File: config.mk
export PLATFORM = sky130hd
export DESIGN_NAME = cdb_arbiter
export DESIGN_NICKNAME = d
export VERILOG_FILES = /design/src/rtl/cdb_arbiter.sv
export SDC_FILE = /design/constraint.sdc
export NUM_CORES = 1
export LEC_CHECK = 0
export ABC_AREA = 1
export CORE_MARGIN = 2
export CORE_UTILIZATION = 40
export CTS_CLUSTER_SIZE = 25
export DETAILED_ROUTE_END_ITERATION = 10
export PLACE_DENSITY = 0.91
export REMOVE_ABC_BUFFERS = 1
export SYNTH_ARGS = -nofsm -noshare
export SYNTH_HDL_FRONTEND = slang
export SYNTH_SLANG_ARGS = --single-unit
File: constraint.sdc
create_clock -name clk -period 2.75 [get_ports clk]
set_input_delay 0.55 -clock clk [delete_from_list [all_inputs] [get_ports clk]]
set_output_delay 0.55 -clock clk [all_outputs]
set_load 0.01 [all_outputs]
File: src/rtl/cdb_arbiter.sv
// cdb_arbiter: grants one finished FU result per cycle onto the CDB.
// Define CDB_RR_EN for round-robin; otherwise fixed lowest-index priority.
module cdb_arbiter #(
  parameter int NUM_FU = 4,
  parameter int TAG_W  = 4,
  parameter int DATA_W = 32
) (
  input  logic                     clk,
  input  logic                     nRST,
  input  logic [NUM_FU-1:0]        fu_valid,
  input  logic [NUM_FU*TAG_W-1:0]  fu_tag,
  input  logic [NUM_FU*DATA_W-1:0] fu_data,
  output logic [NUM_FU-1:0]        fu_ack,
  input  logic                     cdb_hold,
  input  logic                     flush,
  output logic                     cdb_valid,
  output logic [TAG_W-1:0]         cdb_tag,
  output logic [DATA_W-1:0]        cdb_data,
  output logic [15:0]              cdb_count
);

  typedef enum logic {
    ST_IDLE  = 1'b0,
    ST_BCAST = 1'b1
  } state_t;

  state_t            r_state;
  logic              w_any;
  logic [TAG_W-1:0]  w_tag;
  logic [DATA_W-1:0] w_data;
  int                w_j;

`ifdef CDB_RR_EN
  localparam int PTR_W = $clog2(NUM_FU);
  logic [PTR_W-1:0] r_rr_ptr;
  logic [PTR_W-1:0] w_rr_nxt;
`endif

  // Scan units starting at the pointer; first valid one wins.
  always_comb begin
    w_any  = 1'b0;
    w_tag  = '0;
    w_data = '0;
    w_j    = 0;
    fu_ack = '0;
`ifdef CDB_RR_EN
    w_rr_nxt = r_rr_ptr;
`endif
    if (!cdb_hold && !flush) begin
      for (int k = 0; k < NUM_FU; k++) begin
`ifdef CDB_RR_EN
        w_j = int'(r_rr_ptr) + k;
        if (w_j >= NUM_FU) w_j = w_j - NUM_FU;
`else
        w_j = k;
`endif
        if (!w_any && fu_valid[w_j]) begin
          w_any       = 1'b1;
          fu_ack[w_j] = 1'b1;
          w_tag       = fu_tag[w_j*TAG_W +: TAG_W];
          w_data      = fu_data[w_j*DATA_W +: DATA_W];
`ifdef CDB_RR_EN
          w_rr_nxt = (w_j == NUM_FU-1) ? '0 : PTR_W'(w_j + 1);
`endif
        end
      end
    end
  end

  assign cdb_valid = (r_state == ST_BCAST);

  always_ff @(posedge clk or negedge nRST) begin
    if (!nRST) begin
      r_state   <= ST_IDLE;
      cdb_tag   <= '0;
      cdb_data  <= '0;
      cdb_count <= '0;
`ifdef CDB_RR_EN
      r_rr_ptr  <= '0;
`endif
    end else if (flush) begin
      r_state  <= ST_IDLE;
`ifdef CDB_RR_EN
      r_rr_ptr <= '0;
`endif
    end else begin
      unique case (r_state)
        ST_IDLE, ST_BCAST: begin
          if (w_any) begin
            r_state   <= ST_BCAST;
            cdb_tag   <= w_tag;
            cdb_data  <= w_data;
            cdb_count <= cdb_count + 16'd1;
`ifdef CDB_RR_EN
            r_rr_ptr  <= w_rr_nxt;
`endif
          end else begin
            r_state <= ST_IDLE;
          end
        end
        default: r_state <= ST_IDLE;
      endcase
    end
  end

endmodule

==> flow_summary.yaml, run 1 <==
synthesis:
  synth-compound-area-share_pct: 0
  synth.top_cells.by_area: "sky130_fd_sc_hd__dfrtp_1, sky130_fd_sc_hd__nand2_1, sky130_fd_sc_hd__nand4_1"
  cell_taking_the_most_area_after_synthesis: "sky130_fd_sc_hd__dfrtp_1"
  yosys_register_bits: 53
  yosys.area_share.xor_xnor_pct: 2.124
  main_combinational_cell_family_by_area_after_synthesis: "simple AND/OR/NAND/NOR gates"
  synth.area.mux_share_pct: 0
  synth-warning-count: 0
  seq_area_frac_synth_pct: 40.21
  simple_gate_area_share_of_the_yosys_netlist_pct: 50.57
  netlist_instances: 497
  synth_adder_area_share_pct: 0.3794
  average_footprint_of_a_synthesized_cell_um2: 6.636
  netlist-cell-type-count: 20
  syn_area_um2: 3298
  synth_top_area_share_pct: 40.21
finish:
  flow.area_growth_from_synthesis_pct: 67.94
  nets: 850
  layout_cell_share_with_drive_strength_beyond_1_pct: 4.011
  diodes: 0
global_routing:
  globalRouteMet3Util_pct: 6.943
  grtUsageMet1_pct: 26.80
  grt_max_degree: 37
  globalRouteOverflowTotal: 0
  most_used_layer_global_route: "met2"
  initial_antenna_violation_count: 0
  gr-usage-all-layers_pct: 25.94
  grt_pass1_vias: 3973
  gr_util_met2_pct: 48.35
  grt_first_pass_wirelength_um: 18230
worst_setup_path:
  critical_path.slowest_cell: "sky130_fd_sc_hd__clkdlybuf4s50_1"
  critPathMaxStageDelay_ps: 610
  r2r-start: "cdb_count[1]$_DFFE_PN0P_"
  critical_path_peak_fanout: 6
  critPathCapture: "fu_ack[2]"
  worst-endpoint-arrival_ps: 2110
  setup.reg_to_reg.worst_slack_ps: 1280
  worstSetupStartpoint: "fu_valid[0]"
  cp_cell_sequence: "clkdlybuf4s50_1, nor4_1, clkdlybuf4s50_1"
  worst_r2r_path_depth: 8
  critPathRequiredTime_ps: 2200
  critPathCaptureType: "primary output"
  timing.critical_path.from_type: "input pin"
  worst_r2r_endpoint: "cdb_count[10]$_DFFE_PN0P_"
  criticalPathCategory: "input pin to primary output"
  crit_path_frequent_cell: "sky130_fd_sc_hd__clkdlybuf4s50_1"
die:
  std_cell_rows: 33
  core-area_um2: 8093
  die_area_um2: 8988
  floorplan.io_pins: 209
  fp.dieH_um: 94.81
  die_width_um: 94.81
  initial_core_util_pct: 40.75
timing:
  period_share_pct: 96.64
  whs_ps: 206.0
  setup_total_negative_slack_ps: 0
  drv_slew: 0
  fmax_mhz: 376.3
  max-slew-margin-rel_pct: 55.91
  hold_viol_final: 0
  final.min_clock_period_ps: 2658
  fin_skew_ps: 9.640
  grt_setup_unrepaired: "false"
  max_slew.worst_pin.slew_ps: 660.3
  timing.final.setup_violations: 0
placement:
  placement.io_buffers: 208
  rd_place_congestion: 0.9552
  dp_hpwl_um: 9184
drt:
  drt-pass1-iter-count: 5
  drt_iter0_markers: 136
  avgViaCountPerCell: 5.093
  routedWlPerCell_um: 14.96
  post-route-drc-count: 0
  drt_wirelength_um: 12010
  drt.antenna.violating_nets: 0
  via_count: 4090
clocking:
  postCtsHoldBufs: 0
  tritoncts.num_buffers: 5
  clkLatencyLatePin_ps: 310
  tritoncts_clock_tree: "built"
  clock_transition_at_path_regs_ps: 110
  post_cts.repair.setup_buffers: 0
  clock-sinks: 53
  clock_tree.root_cell: "sky130_fd_sc_hd__clkbuf_8"
  cts-root-to-sink-buffers: 2
  cts_max_level: 2
  cts.repair.resized: 0
power_and_ir_drop:
  leakage_power_summed_over_all_cells_nw: 2.525
  power_density_nw_per_um2: 429.9
  vdd_ir_drop_max_mv: 0.2329
run_status:
  run_status: "completed"
flow_run:
  max-cap-violations: 0
worst_hold_path:
  hp-class: "input pin to async pin"
-- per-layer routing --
layer / wire (µm) / part of all wire (%)
met1: 4307 / 36
met2: 6159 / 51
met3: 1135 / 9.4
met4: 410 / 3.4
met5: 0 / 0
-- where the power goes --
group	internal (mW)	switching [mW]
Clock	0.186	0.278
Sequential	0.907	0.107
Combinational	0.526	0.376
-- cell usage after synthesis, drive strengths merged --
cell	instances
buf	28
xnor2	3
nor4	1
dfrtp	53
nand3	10
xor2	5
nor2	55
nand3b	3
nor3	2
ha	1
inv	16
nand2	262
nand4	58
-- sequential cells by signal (all words and copies together) (netlist names) --
| name | flops |
|---|---|
| cdb_count | 16 |
| cdb_data | 32 |
| cdb_tag | 4 |
| cdb_valid | 1 |
-- cells by family after synthesis --
logic type,after synthesis
AND/OR/NAND/NOR,391
flip-flops,53
buffers and inverters,44
XOR/XNOR,8
adder cells (fa/ha/maj),1
-- through the flow --
step	std cells	instance area (µm²)	power, mW	worst slack (ps)	util, %
global placement	795	5445	1.898	195.2	67.29
global route	803	5539	2.520	27.12	68.44
CTS	803	5539	2.400	109.7	68.44
detailed placement	795	5445	1.929	108.7	67.29
floorplan	469	3137	1.315	6.954	-
finish	803	5539	2.381	92.36	68.44
-- layout by cell type, fill, tap and decap left out, drive strengths merged --
cell type | synthesis | final
nor3 | 2 | 2
dfrtp | 53 | 53
nand4 | 58 | 58
inv | 16 | 18
ha | 1 | 1
clkinvlp | 0 | 1
nor4 | 1 | 1
buf | 28 | 14
nand2 | 262 | 262
nand3b | 3 | 3
xor2 | 5 | 5
nand3 | 10 | 10
nor2 | 55 | 55
xnor2 | 3 | 3
clkdlybuf4s50 | 0 | 207
clkbuf | 0 | 5
-- critical path, delay by kind of cell --
| kind | cells | cell delay [ps] |
|---|---|---|
| and+or+nand+nor | 1 | 410 |
| buffers and inverters | 2 | 1150 |
-- layout make-up --
class / instances / area, µm²
sequential: 53 / 1326
tap: 105 / 131.4
clock inverter: 3 / 25.02
clock buffer: 5 / 68.82
inverter: 16 / 60.06
timing repair buffer: 221 / 2175
fill: 687 / 2554
multi-input combinational: 400 / 1753
-- how the worst min path moves through the flow --
stage	endpoint	cells past startpoint	slack [ps]	from
after floorplan	cdb_count[0]$_DFFE_PN0P_	0	250	nRST
after global placement	cdb_data[22]$_DFFE_PN0P_	2	460	cdb_data[22]$_DFFE_PN0P_
after CTS	cdb_count[4]$_DFFE_PN0P_	1	220	nRST
after detailed placement	cdb_data[30]$_DFFE_PN0P_	2	460	cdb_data[30]$_DFFE_PN0P_
final	cdb_count[4]$_DFFE_PN0P_	1	210	nRST
after global routing	cdb_count[3]$_DFFE_PN0P_	1	240	nRST
(Power assumes the default switching activity.)
==> run 2, diff against run 1 <==
--- a/config.mk
+++ b/config.mk
@@ -12,6 +12,7 @@
 export DETAILED_ROUTE_END_ITERATION = 10
 export PLACE_DENSITY = 0.91
 export REMOVE_ABC_BUFFERS = 1
+export SKIP_LAST_GASP = 1
 export SYNTH_ARGS = -nofsm -noshare
 export SYNTH_HDL_FRONTEND = slang
 export SYNTH_SLANG_ARGS = --single-unit
==> results of run 2 <==
No change in the layout: final DEF, timing and power equal those of run 1.
